## config.mk

```make
export PLATFORM = sky130hd
export DESIGN_NAME = lfsr_range_rng
export DESIGN_NICKNAME = d
export VERILOG_FILES = /design/src/rtl/lfsr_range_rng.sv
export SDC_FILE = /design/constraint.sdc
export NUM_CORES = 1
export LEC_CHECK = 0
export CORE_MARGIN = 1.5
export CORE_UTILIZATION = 50
export CTS_CLUSTER_DIAMETER = 200
export DETAILED_ROUTE_END_ITERATION = 12
export PLACE_DENSITY = 0.78
export SLEW_MARGIN = 20
export SYNTH_ARGS = -nofsm -noshare
export SYNTH_HDL_FRONTEND = slang
export SYNTH_SLANG_ARGS = --single-unit
```

## constraint.sdc

```tcl
create_clock -name clk -period 5.9 [get_ports clk]
set_input_delay 1.18 -clock clk [delete_from_list [all_inputs] [get_ports clk]]
set_output_delay 1.18 -clock clk [all_outputs]
set_load 0.005 [all_outputs]
```

## src/rtl/lfsr_range_rng.sv

```systemverilog
// lfsr_range_rng: Fibonacci LFSR pseudo-random source with a bounded-rejection
// range sampler that returns a uniform value in [lo, hi].
//
// Parameters:
//   WIDTH     LFSR width (8, 16, 24 or 32)
//   OUT_W     width of lo/hi/rnd, <= WIDTH
//   MAX_TRIES maximum candidate evaluations per draw, >= 1
// Ports:
//   clk, rst_n  clock (rising edge), asynchronous active-low reset
//   seed, load  synchronous seed load (zero seed stores 1), highest priority
//   en          free-run step enable while idle
//   req, lo, hi draw request and inclusive range, captured in IDLE
//   busy        high while a draw is in progress (DRAW and DONE)
//   valid       one-cycle result strobe qualifying rnd and err
//   rnd         drawn value, held between draws
//   err         range error (captured lo > hi), valid with the strobe
//   raw         current LFSR state
module lfsr_range_rng #(
  parameter int unsigned WIDTH     = 16,
  parameter int unsigned OUT_W     = 8,
  parameter int unsigned MAX_TRIES = 16
) (
  input  logic             clk,
  input  logic             rst_n,
  input  logic [WIDTH-1:0] seed,
  input  logic             load,
  input  logic             en,
  input  logic             req,
  input  logic [OUT_W-1:0] lo,
  input  logic [OUT_W-1:0] hi,
  output logic             busy,
  output logic             valid,
  output logic [OUT_W-1:0] rnd,
  output logic             err,
  output logic [WIDTH-1:0] raw
);

  localparam int unsigned TRY_W = $clog2(MAX_TRIES + 1);

  typedef enum logic [1:0] {
    IDLE = 2'd0,
    DRAW = 2'd1,
    DONE = 2'd2
  } state_t;

  state_t           state_q, state_d;
  logic [WIDTH-1:0] lfsr_q, lfsr_d, lfsr_step;
  logic             fb;
  logic [OUT_W-1:0] lo_q, lo_d, hi_q, hi_d;
  logic [OUT_W-1:0] span, mask, cand, rnd_d;
  logic [TRY_W-1:0] tries_q, tries_d;
  logic             valid_d, busy_d, err_d;
  logic             last_try;

  // Feedback taps per supported width
  if (WIDTH == 8) begin : g_taps8
    assign fb = lfsr_q[7] ^ lfsr_q[5] ^ lfsr_q[4] ^ lfsr_q[3];
  end else if (WIDTH == 16) begin : g_taps16
    assign fb = lfsr_q[15] ^ lfsr_q[13] ^ lfsr_q[12] ^ lfsr_q[10];
  end else if (WIDTH == 24) begin : g_taps24
    assign fb = lfsr_q[23] ^ lfsr_q[22] ^ lfsr_q[21] ^ lfsr_q[16];
  end else begin : g_taps32
    assign fb = lfsr_q[31] ^ lfsr_q[21] ^ lfsr_q[1] ^ lfsr_q[0];
  end

  assign lfsr_step = {lfsr_q[WIDTH-2:0], fb};
  assign raw       = lfsr_q;

  // Range span and the smallest all-ones mask covering it (bit smear of span)
  always_comb begin
    span = hi_q - lo_q;
    mask = '0;
    for (int unsigned i = 0; i < OUT_W; i++) begin
      mask = mask | (span >> i);
    end
    cand = lfsr_q[OUT_W-1:0] & mask;
  end

  // The evaluation in progress is the final permitted one
  assign last_try = (tries_q == TRY_W'(MAX_TRIES - 1));

  // Next-state, datapath and output decode
  always_comb begin
    state_d = state_q;
    lfsr_d  = lfsr_q;
    lo_d    = lo_q;
    hi_d    = hi_q;
    tries_d = tries_q;
    rnd_d   = rnd;
    valid_d = 1'b0;
    err_d   = 1'b0;

    case (state_q)
      IDLE: begin
        if (en) lfsr_d = lfsr_step;
        if (req) begin
          lo_d    = lo;
          hi_d    = hi;
          tries_d = '0;
          state_d = DRAW;
        end
      end
      DRAW: begin
        lfsr_d  = lfsr_step;
        tries_d = tries_q + TRY_W'(1);
        if (lo_q > hi_q) begin
          rnd_d   = lo_q;
          err_d   = 1'b1;
          valid_d = 1'b1;
          state_d = DONE;
        end else if (cand <= span) begin
          rnd_d   = lo_q + cand;
          valid_d = 1'b1;
          state_d = DONE;
        end else if (last_try) begin
          // mask < 2*span, so cand>>1 never exceeds span
          rnd_d   = lo_q + (cand >> 1);
          valid_d = 1'b1;
          state_d = DONE;
        end
      end
      DONE: begin
        state_d = IDLE;
      end
      default: begin
        state_d = IDLE;
      end
    endcase

    // Seed load wins over any step; zero would lock the LFSR
    if (load) lfsr_d = (seed == '0) ? WIDTH'(1) : seed;

    busy_d = (state_d != IDLE);
  end

  // State and output registers
  always_ff @(posedge clk or negedge rst_n) begin
    if (!rst_n) begin
      state_q <= IDLE;
      lfsr_q  <= WIDTH'(1);
      lo_q    <= '0;
      hi_q    <= '0;
      tries_q <= '0;
      rnd     <= '0;
      valid   <= 1'b0;
      busy    <= 1'b0;
      err     <= 1'b0;
    end else begin
      state_q <= state_d;
      lfsr_q  <= lfsr_d;
      lo_q    <= lo_d;
      hi_q    <= hi_d;
      tries_q <= tries_d;
      rnd     <= rnd_d;
      valid   <= valid_d;
      busy    <= busy_d;
      err     <= err_d;
    end
  end

endmodule

```

==> Yosys cells after proc, flatten, opt, wreduce, memory -nomap -nowiden <==
Cells that the tools add are included.
{ "word_totals": {"register_bits": 50, "inputBits": 37, "output_inout_bits": 27, "elab_cells": 60} }
{ "op_classes": {"addsub": 4, "magnitude_cmp": 2, "n_eq_ne": 4, "muxes": 20, "n_bitwise": 11, "n_reduce_logical": 10} }
{ "op_table": {"columns": ["op", "n"], "rows": [
  ["16-bit two-way mux", 3],
  ["16-bit case mux with 2 select lines", 1],
  ["8-bit two-way mux", 3],
  ["16-bit logical NOT", 1],
  ["5-bit case mux with 2 select lines", 1],
  ["8-bit by 7-bit adder with 8-bit output", 1],
  ["8-bit adder", 1],
  ["8-bit AND", 1],
  ["8-bit > comparator", 1],
  ["8-bit <= comparator", 1],
  ["2-bit two-way mux", 4],
  ["8-bit by 1-bit OR with 8-bit output", 1],
  ["8-bit by 2-bit OR with 8-bit output", 1],
  ["8-bit by 3-bit OR with 8-bit output", 1],
  ["8-bit by 4-bit OR with 8-bit output", 1],
  ["8-bit by 5-bit OR with 8-bit output", 1],
  ["8-bit by 6-bit OR with 8-bit output", 1],
  ["8-bit by 7-bit OR with 8-bit output", 1],
  ["2-bit AND reduction", 4],
  ["8-bit subtractor", 1],
  ["1-bit two-way mux", 6],
  ["3-bit nonzero test", 2],
  ["5-bit by 1-bit adder with 5-bit output, second input constant", 1],
  ["5-bit by 4-bit equality test with 1-bit output, second input constant", 1],
  ["8 further kinds", 11]
]} }

==> Depth between registers and ports, before layout <==
Gate-level depths: netlist (run 1).
{ "logic_depth": {"word_depth": 14, "mapped_depth": 26, "depth_no_buf": 26} }

==> Worst setup path after synthesis (run 1) <==
Ideal clock, no wire load.
{ "synth_timing": {"path_type": "reg-to-reg", "startpoint": "register lo_q[1]", "endpoint": "register rnd[6]", "setup_time_ns": 0.077, "arrival_ns": 5.298, "required_time_ns": 5.823, "setup_slack_ns": 0.525, "stages_incl_launch_ff": 26, "n_path_buf": 0, "period_less_slack_ns": 5.375, "cell_sequence": "dfrtp_1 inv_1 ha_1 nor2b_4 o31a_1 o41ai_4 or2_2 o2111ai_2 or3_1 and2_1 ha_1 nor2b_1 o21bai_1 a31oi_1 o31ai_2 and2_1 a32o_1 ha_1 fa_1 a21o_1 a21oi_1 o21bai_1 a21oi_1 xnor2_1 mux2i_1 a21oi_1"} }
{ "synth_via": {"elab_chain_cells": 13, "word_cells_on_any_way": 18, "classes_between": "add/sub (3); order compare (2); mux (3); bitwise (8); reduce/logical (2)"} }
{ "synth_lines": {"columns": ["element", "line", "rtl"], "rows": [
  ["start: declaration", "49", "logic [OUT_W-1:0] lo_q, lo_d, hi_q, hi_d;"],
  ["start signal: assignment", "151", "lo_q <= lo_d;"],
  ["8-bit subtractor", "71", "span = hi_q - lo_q;"],
  ["8-bit by 7-bit OR with 8-bit output", "74", "mask = mask | (span >> i);"],
  ["8-bit by 6-bit OR with 8-bit output", "74", null],
  ["8-bit by 5-bit OR with 8-bit output", "74", null],
  ["8-bit by 4-bit OR with 8-bit output", "74", null],
  ["8-bit by 3-bit OR with 8-bit output", "74", null],
  ["8-bit by 2-bit OR with 8-bit output", "74", null],
  ["8-bit by 1-bit OR with 8-bit output", "74", null],
  ["8-bit AND", "76", "cand = lfsr_q[OUT_W-1:0] & mask;"],
  ["8-bit by 7-bit adder with 8-bit output", "117", "rnd_d = lo_q + (cand >> 1);"],
  ["8-bit two-way mux", "115", "end else if (last_try) begin"],
  ["8-bit two-way mux", "111", "end else if (cand <= span) begin"],
  ["8-bit two-way mux", "106", "if (lo_q > hi_q) begin"],
  ["end signal: assignment", "154", "rnd <= rnd_d;"],
  ["end: declaration", "33", "output logic [OUT_W-1:0] rnd,"]
]} }
Several ways; a longest one is shown, not always the timed one. The select of a mux whose other input is x is not followed.
A chain may end at the register's enable or synchronous reset.

==> Final worst setup path (run 1) <==
{ "layout_timing": {"startpoint": "register lo_q[1]", "endpoint": "register rnd[7]"} }
Same word-level chain as after synthesis.

==> results of run 1 <==
-- through the flow --
stage,hold WS [ns],instance area (µm²)
after global placement,0.480,3910
after detailed placement,0.493,3930
after floorplan,0.450,3200
after CTS,0.506,4020
after global routing,0.542,4060
final,0.502,4060
-- cell families after synthesis --
| kind of cell | share of synthesized area [%] |
|---|---|
| AO/OA/AOI/OAI | 19.3 |
| XOR/XNOR | 3.01 |
| adder cells (fa/ha/maj) | 11.0 |
| buffers and inverters | 3.64 |
| flip-flops | 39.1 |
| multiplexers | 10.0 |
| AND/OR/NAND/NOR | 13.9 |
-- repair_timing --
| item | in CTS | in global routing |
|---|---|---|
| endpoints found under the setup margin | 0 | 4 |
| buffers inserted | 0 | 2 |
| gates resized for setup | 0 | 4 |
| hold buffers | 0 | 0 |
-- metal layers --
layer / global-route usage, % / up-vias
met5: 0 / -
met4: 6.52 / 0
met3: 2.78 / 11
met2: 35.6 / 45
met1: 31.3 / 1275
li1: - / 1335
-- how the worst max path moves through the flow --
stage	endpoint	slack, ns	cells past startpoint
6_report	rnd[7]$_DFFE_PN0P_	0.31	25
5_1_grt	rnd[6]$_DFFE_PN0P_	0.04	25
4_1_cts	rnd[7]$_DFFE_PN0P_	0.06	25
3_5_place_dp	rnd[7]$_DFFE_PN0P_	0.09	25
3_3_place_gp	rnd[7]$_DFFE_PN0P_	0.29	25
2_1_floorplan	rnd[6]$_DFFE_PN0P_	0.52	25
-- state kept, by name (all words and copies together) (netlist names) --
signal,cells
busy,1
err,1
hi_q,8
lo_q,8
raw,16
rnd,8
state_q,2
tries_q,5
valid,1
-- synth_stat cells (all sizes together), types with 2 or more instances --
master   number
mux2i        23
o21ai        40
nor2         17
nand2        33
nor3          5
buf           2
o22ai         4
dfrtp        49
fa            2
ha           25
xnor2         6
o21a          8
inv          20
o31ai         2
nor2b         4
a21o          8
nor4          4
a21oi        16
clkbuf        7
xor2          5
or2           3
o31a          4
and2          5
o21bai        3
or3           2
nand4         2
nand3         5
o2bb2ai       2
mux2          8
nand2b        2
or4           3
-- final cells by class --
type,instances,area [µm²]
multi-input cells,254,1860
clock inverters,3,21.3
clock buffers,5,68.8
repair buffers,70,691
flip-flops and latches,50,1250
fillers,482,2000
inverters,20,75.1
well taps,75,93.8
==> results.cfg, run 1 <==
[outcome]
run_status = finished, final reports clean

[sta]
period_needed_ns = 5.59
setup_viol = 0
fmax_ghz = 0.179
slew_violations = 0
hold_viol = 0
fin_setup_tns_ns = 0
rsz0062_at_grt = no
post-route-worst-setup-slack_ns = 0.311
tightestPinTransition_ns = 0.985
final.period_utilization_pct = 94.7
relSlewSlack_pct = 34.1
finClkSkew_ns = 0.00612

[logic_synthesis]
synth_top_area_share_pct = 38.3
avgSynthCellArea_um2 = 9.61
ys_warn_count = 0
synth-seq-area-share_pct = 39.1
synth_edf_count = 0
syn-instance-count = 333
synth_area_leaders = dfrtp_1 38%, ha_1 9.8%, mux2i_1 7.2%
ys.flop_type = dfrtp_1
ys_types = 49
synth_nets = 397
async_flop_share_pct = 100
post-synth-top-area-cell = dfrtp_1
synth_area_um2 = 3200
ys_ff_latch = 50

[floorplanning]
rows = 28
pin_count = 64
die_width_um = 83.0
start_util_pct = 52.8
die_area_um2 = 6890
die_h_um = 83.0
design.core.area_um2 = 6060

[place]
hpwl_um = 5680
placed_cells = 467
pre_cts_ws_ns = 0.0926
gp_congestion = 0.838
portBuffers = 63

[clock_network]
numCtsBuffers = 5
root_buffer = clkbuf_8
worstSkewPairLatency_ns = 0.31
cts_sinks = 50
clkSlewWorstSetupHoldPaths_ns = 0.10
htreeDepth = 2
clockBufferDepth = 2
cts_tree = built

[layout]
fin_util_pct = 67.0
final_cell_mix = 62 x clkdlybuf4s50_1, 48 x dfrtp_1, 40 x o21ai_0
final_common_cell = clkdlybuf4s50_1
stdcell_count = 477
syn2layout_area_growth_pct = 26.9
num_antenna_cells = 0
nets = 465
layout-drive-gt1-share_pct = 9.20

[critical_path]
crit_type = flop to flop
path_delay_family = compound AO/OA/AOI/OAI gates
worst-r2r-cell-count = 25
rr_startpoint = lo_q[1]$_DFFE_PN0P_
crit_path_start_kind = flop
crit_start = lo_q[1]$_DFFE_PN0P_
rrSetupSlack_ns = 0.31
reg2reg_to = rnd[7]$_DFFE_PN0P_
cp.required_ns = 6.08
slowest_stage = dfrtp_2
cpPeakStageDelay_ns = 0.44
end_kind = flop
crit_buf_inv = 2
worstPathArrival_ns = 5.77
worst-path-max-fanout = 8

[detailed_routing]
drt_iter0_markers = 144
met3_length_um = 203
route.met2.wl_um = 3530
top_layer_used = met4
routed_wirelength_um = 7420
postRouteAntennaNets = 0
viasPerCell = 5.59
dr.pass1.iters = 4
vias = 2666
wire_per_inst_um = 15.6
wl_met1_um = 3580
drc = 0

[global_route]
grt-ovfl-total = 0
grt_max_degree = 34
grt_pass1_wl_um = 12600
track_usage_pct = 22.1
first_global_vias = 2598
antenna_found_initial = 0

[hold_path]
hp-start = tries_q[3]$_DFFE_PN0P_
hp-class = flop to flop
hold-path-cell-count = 1
holdPathEnd = tries_q[3]$_DFFE_PN0P_

[job]
maxCapViolCount = 0
Power of run 1 is left out: the tool's default activity adds up to more than one toggle a clock period on the data nets, which glitch-free logic cannot reach.
==> run 2, diff against run 1 <==
--- a/config.mk
+++ b/config.mk
@@ -9,7 +9,7 @@
 export CORE_UTILIZATION = 50
 export CTS_CLUSTER_DIAMETER = 200
 export DETAILED_ROUTE_END_ITERATION = 12
-export PLACE_DENSITY = 0.78
+export DONT_BUFFER_PORTS = 1
 export SLEW_MARGIN = 20
 export SYNTH_ARGS = -nofsm -noshare
 export SYNTH_HDL_FRONTEND = slang
==> results.cfg, run 2 (synthesis gave the netlist of run 1 again) <==
[critical_path]
cp.required_ns = 6.14
crit_path_start_kind = flop
crit_type = flop to flop
worstPathArrival_ns = 5.82
end_kind = flop
worst-path-max-fanout = 7

[floorplanning]
die_area_um2 = 6890
pin_count = 64
design.core.area_um2 = 6060
die_width_um = 83.0
start_util_pct = 52.8
die_h_um = 83.0
rows = 28

[place]
hpwl_um = 5210
gp_congestion = 0.810
pre_cts_ws_ns = 0.0680
placed_area_um2 = 3290
portBuffers = 0

[sta]
tightestPinTransition_ns = 0.704
final.period_utilization_pct = 94.6
fmax_ghz = 0.179
finClkSkew_ns = 0.00397
relSlewSlack_pct = 52.4
slew_violations = 0
period_needed_ns = 5.58
post-route-worst-setup-slack_ns = 0.318
setup_viol = 0
hold_viol = 0

[detailed_routing]
postRouteAntennaNets = 0
wire_per_inst_um = 16.7
dr.pass1.iters = 4
routed_wirelength_um = 6870
drt_iter0_markers = 72
viasPerCell = 5.75
drc = 0
vias = 2369

[global_route]
first_global_vias = 2339
grt_max_degree = 51
grt-ovfl-total = 0
antenna_found_initial = 0
track_usage_pct = 20.3
grt_pass1_wl_um = 11600

[layout]
final_common_cell = dfrtp_1
fillers = 565
num_antenna_cells = 0
largest_reg_flops = 16
final_area_um2 = 3440
nets = 400
syn2layout_area_growth_pct = 7.47
layout-drive-gt1-share_pct = 10.1
final_cell_mix = 48 x dfrtp_1, 38 x o21ai_0, 33 x nand2_1
fin_util_pct = 56.8

[clock_network]
clkSlewWorstSetupHoldPaths_ns = 0.10
numCtsBuffers = 5
root_buffer = clkbuf_8
clockBufferDepth = 2
cts_sinks = 50
cts_tree = built
htreeDepth = 2
worstSkewPairLatency_ns = 0.31
ctsHoldBuffers = 0

[outcome]
run_status = finished, final reports clean

[job]
maxCapViolCount = 0

[hold_path]
hp-class = flop to flop
[run 2: cell count changes in the layout (fill, tap and decap cells not counted), sizes merged]
cell           before  now
clkdlybuf4s50      62    0
bufinv              0    1
clkinv              2    0
inv                20   21
buf                 8    5
[run 2: layout make-up]
| cell class | instances | area [µm²] | area share, % |
|---|---|---|---|
| Tap cell | 75 | 93.8 | 2.73 |
| Clock inverter | 3 | 48.8 | 1.42 |
| Timing Repair Buffer | 5 | 37.5 | 1.09 |
| Multi-Input combinational cell | 254 | 1860 | 54.1 |
| Inverter | 20 | 75.1 | 2.18 |
| Clock buffer | 5 | 68.8 | 2.00 |
| Sequential cell | 50 | 1250 | 36.4 |
[run 2: worst paths after layout]
| check | start | endpoint | slack, ns | cells after the start |
|---|---|---|---|---|
| min in group asynchronous | rst_n | rnd[5]$_DFFE_PN0P_ | 0.55 | 0 |
| min | tries_q[3]$_DFFE_PN0P_ | tries_q[3]$_DFFE_PN0P_ | 0.50 | 1 |
| max in group asynchronous | rst_n | raw[0]$_DFFE_PN1P_ | 5.17 | 0 |
| min reg2reg | tries_q[3]$_DFFE_PN0P_ | tries_q[3]$_DFFE_PN0P_ | 0.50 | 1 |
| max reg2reg | lo_q[1]$_DFFE_PN0P_ | rnd[6]$_DFFE_PN0P_ | 0.32 | 25 |
| max | lo_q[1]$_DFFE_PN0P_ | rnd[6]$_DFFE_PN0P_ | 0.32 | 25 |
[run 2: worst max-delay path: stages, from the launching register on]
cell,delay [ns]
dfrtp_2,0.44
inv_1,0.08
ha_1,0.29
nor2b_4,0.13
o31a_1,0.33
o41ai_4,0.40
or2_2,0.24
o2111ai_4,0.16
or3_1,0.39
and2_1,0.18
ha_1,0.28
nor2b_1,0.15
o21bai_1,0.09
a31oi_2,0.19
o31ai_2,0.12
and2_1,0.17
a32o_1,0.22
ha_1,0.21
fa_1,0.40
a21o_1,0.18
a21oi_1,0.22
o21bai_1,0.09
a21oi_1,0.18
xnor2_1,0.14
mux2i_1,0.08
a21oi_1,0.14
[run 2: metal layers]
metal | up-vias | track usage, % | part of all wire, %
met2 | 55 | 32.1 | 45
met5 | - | 0 | 0
met4 | 0 | 4.39 | 0.74
met3 | 6 | 2.88 | 3.7
li1 | 1202 | - | -
met1 | 1106 | 29.8 | 51
[run 2: stage by stage]
step	TNS [ns]	cells	hold slack, ns
after floorplan	0	333	0.450
after global placement	0	403	0.477
after detailed placement	0	403	0.485
after CTS	0	411	0.500
after global routing	-0.00702	412	0.534
final	0	412	0.500
[run 2: what timing repair did]
| item | 4_1_cts | 5_1_grt |
|---|---|---|
| setup buffers | 0 | 1 |
| setup endpoints to repair | 0 | 4 |
| gates resized for setup | 0 | 6 |
Power of run 2 is left out for the same reason.
==> run 3, diff against run 2 <==
--- a/config.mk
+++ b/config.mk
@@ -5,9 +5,11 @@
 export SDC_FILE = /design/constraint.sdc
 export NUM_CORES = 1
 export LEC_CHECK = 0
+export CORE_ASPECT_RATIO = 0.7
 export CORE_MARGIN = 1.5
 export CORE_UTILIZATION = 50
 export CTS_CLUSTER_DIAMETER = 200
+export CTS_CLUSTER_SIZE = 16
 export DETAILED_ROUTE_END_ITERATION = 12
 export DONT_BUFFER_PORTS = 1
 export SLEW_MARGIN = 20
==> results.cfg, run 3 (synthesis gave the netlist of run 1 again) <==
[outcome]
run_status = finished, violations left
violations = design-rule violations

[clock_network]
clockBufferDepth = 2
htreeDepth = 2
cts_sinks = 50
numCtsBuffers = 5
worstSkewPairLatency_ns = 0.31
ctsHoldBuffers = 0
clkSlewWorstSetupHoldPaths_ns = 0.10
root_buffer = clkbuf_8
cts_tree = built

[critical_path]
worst-path-max-fanout = 8
cp.required_ns = 6.09
path_delay_family = compound AO/OA/AOI/OAI gates
slowest_stage = or3_1
crit_path_start_kind = flop
crit_buf_inv = 2
worstPathArrival_ns = 5.75
cpPeakStageDelay_ns = 0.40
crit_type = flop to flop
end_kind = flop

[global_route]
grt_pass1_wl_um = 11000
met1_usage_pct = 33.4
grt-ovfl-total = 0
busiest_layer = met1
first_global_vias = 2108
use_met2_pct = 25.8
grt_max_degree = 51
antenna_found_initial = 0
grt_use_met3_pct = 5.21
track_usage_pct = 20.4

[layout]
num_antenna_cells = 0
final_common_cell = dfrtp_1
layout-drive-gt1-share_pct = 11.2
syn2layout_area_growth_pct = 7.74
largest_reg_flops = 16
fillers = 575
final_cell_mix = 48 x dfrtp_1, 40 x o21ai_0, 33 x nand2_1
nets = 403

[place]
hpwl_um = 5350
gp_congestion = 0.866
pre_cts_ws_ns = 0.0619
portBuffers = 0

[detailed_routing]
drt_iter0_markers = 124
routed_wirelength_um = 6920
vias = 2345
drc = 3
viasPerCell = 5.61
postRouteAntennaNets = 0
wire_per_inst_um = 16.5
dr.pass1.iters = 10

[sta]
slew_violations = 0
post-route-worst-setup-slack_ns = 0.335
final.period_utilization_pct = 94.3
hold_viol = 0
tightestPinTransition_ns = 0.514
period_needed_ns = 5.56
setup_viol = 0
finClkSkew_ns = 0.00783
worst_hold_slack_ns = 0.516
fmax_ghz = 0.180
relSlewSlack_pct = 65.3

[job]
maxCapViolCount = 0

[floorplanning]
die_area_um2 = 6900
start_util_pct = 51.5
die_width_um = 98.6
design.core.area_um2 = 6220
pin_count = 64
die_h_um = 69.9
rows = 24

[hold_path]
hp-class = flop to flop
==> run 3: final cells by class <==
class                   count  area [µm²]  area share [%]
clock buffers               6        82.6            2.39
clock inverters             2        16.3           0.472
inverters                  20        75.1            2.18
multi-input cells         254        1860            54.0
flip-flops and latches     50        1250            36.4
well taps                  78        97.6            2.83
repair buffers              8        60.1            1.74
==> run 3: timing repair <==
action | in CTS | in global routing
setup buffers | 0 | 4
hold endpoints to repair | 0 | 0
resized for setup | 0 | 5
endpoints found under the setup margin | 0 | 4
==> run 3: worst paths after layout <==
| path | startpoint | to | slack [ns] | cells past startpoint |
|---|---|---|---|---|
| worst min-delay path | tries_q[2]$_DFFE_PN0P_ | tries_q[2]$_DFFE_PN0P_ | 0.52 | 1 |
| worst max-delay path | lo_q[2]$_DFFE_PN0P_ | rnd[7]$_DFFE_PN0P_ | 0.34 | 25 |
| worst max register to register | lo_q[2]$_DFFE_PN0P_ | rnd[7]$_DFFE_PN0P_ | 0.34 | 25 |
| min in group asynchronous | rst_n | tries_q[2]$_DFFE_PN0P_ | 0.55 | 0 |
| worst min register to register | tries_q[2]$_DFFE_PN0P_ | tries_q[2]$_DFFE_PN0P_ | 0.52 | 1 |
| max in group asynchronous | rst_n | raw[0]$_DFFE_PN1P_ | 5.16 | 0 |
==> run 3: per-stage QoR <==
step	setup TNS [ns]	cell area (µm²)	std cells	util, %
finish	0	3450	418	55.5
CTS	0	3390	414	54.5
detailed placement	0	3290	406	53.0
global placement	0	3290	406	53.0
global route	-0.0412	3450	418	55.5
floorplan	0	3200	333	-
==> run 3: worst register-to-register path, cell delays in order (launching register included) <==
cell       delay [ns]
dfrtp_1          0.39
inv_1            0.15
ha_1             0.30
o21a_1           0.19
o31a_1           0.17
o41ai_4          0.40
or2_2            0.25
o2111ai_4        0.16
or3_1            0.40
and2_1           0.18
ha_1             0.28
nor2b_1          0.13
o21bai_1         0.08
a31oi_2          0.24
o31ai_2          0.12
buf_4            0.19
and2_1           0.16
o2bb2ai_1        0.20
ha_1             0.34
a21o_1           0.17
a21o_1           0.21
a21o_1           0.20
and3b_1          0.17
mux2i_1          0.15
xnor2_1          0.14
a21oi_1          0.09
==> run 3: layer usage <==
layer	vias to the layer above	routed length, µm
met5	-	0
met4	0	75
met3	8	325
met2	46	2680
met1	1077	3840
li1	1214	-
Power of run 3 is left out for the same reason.
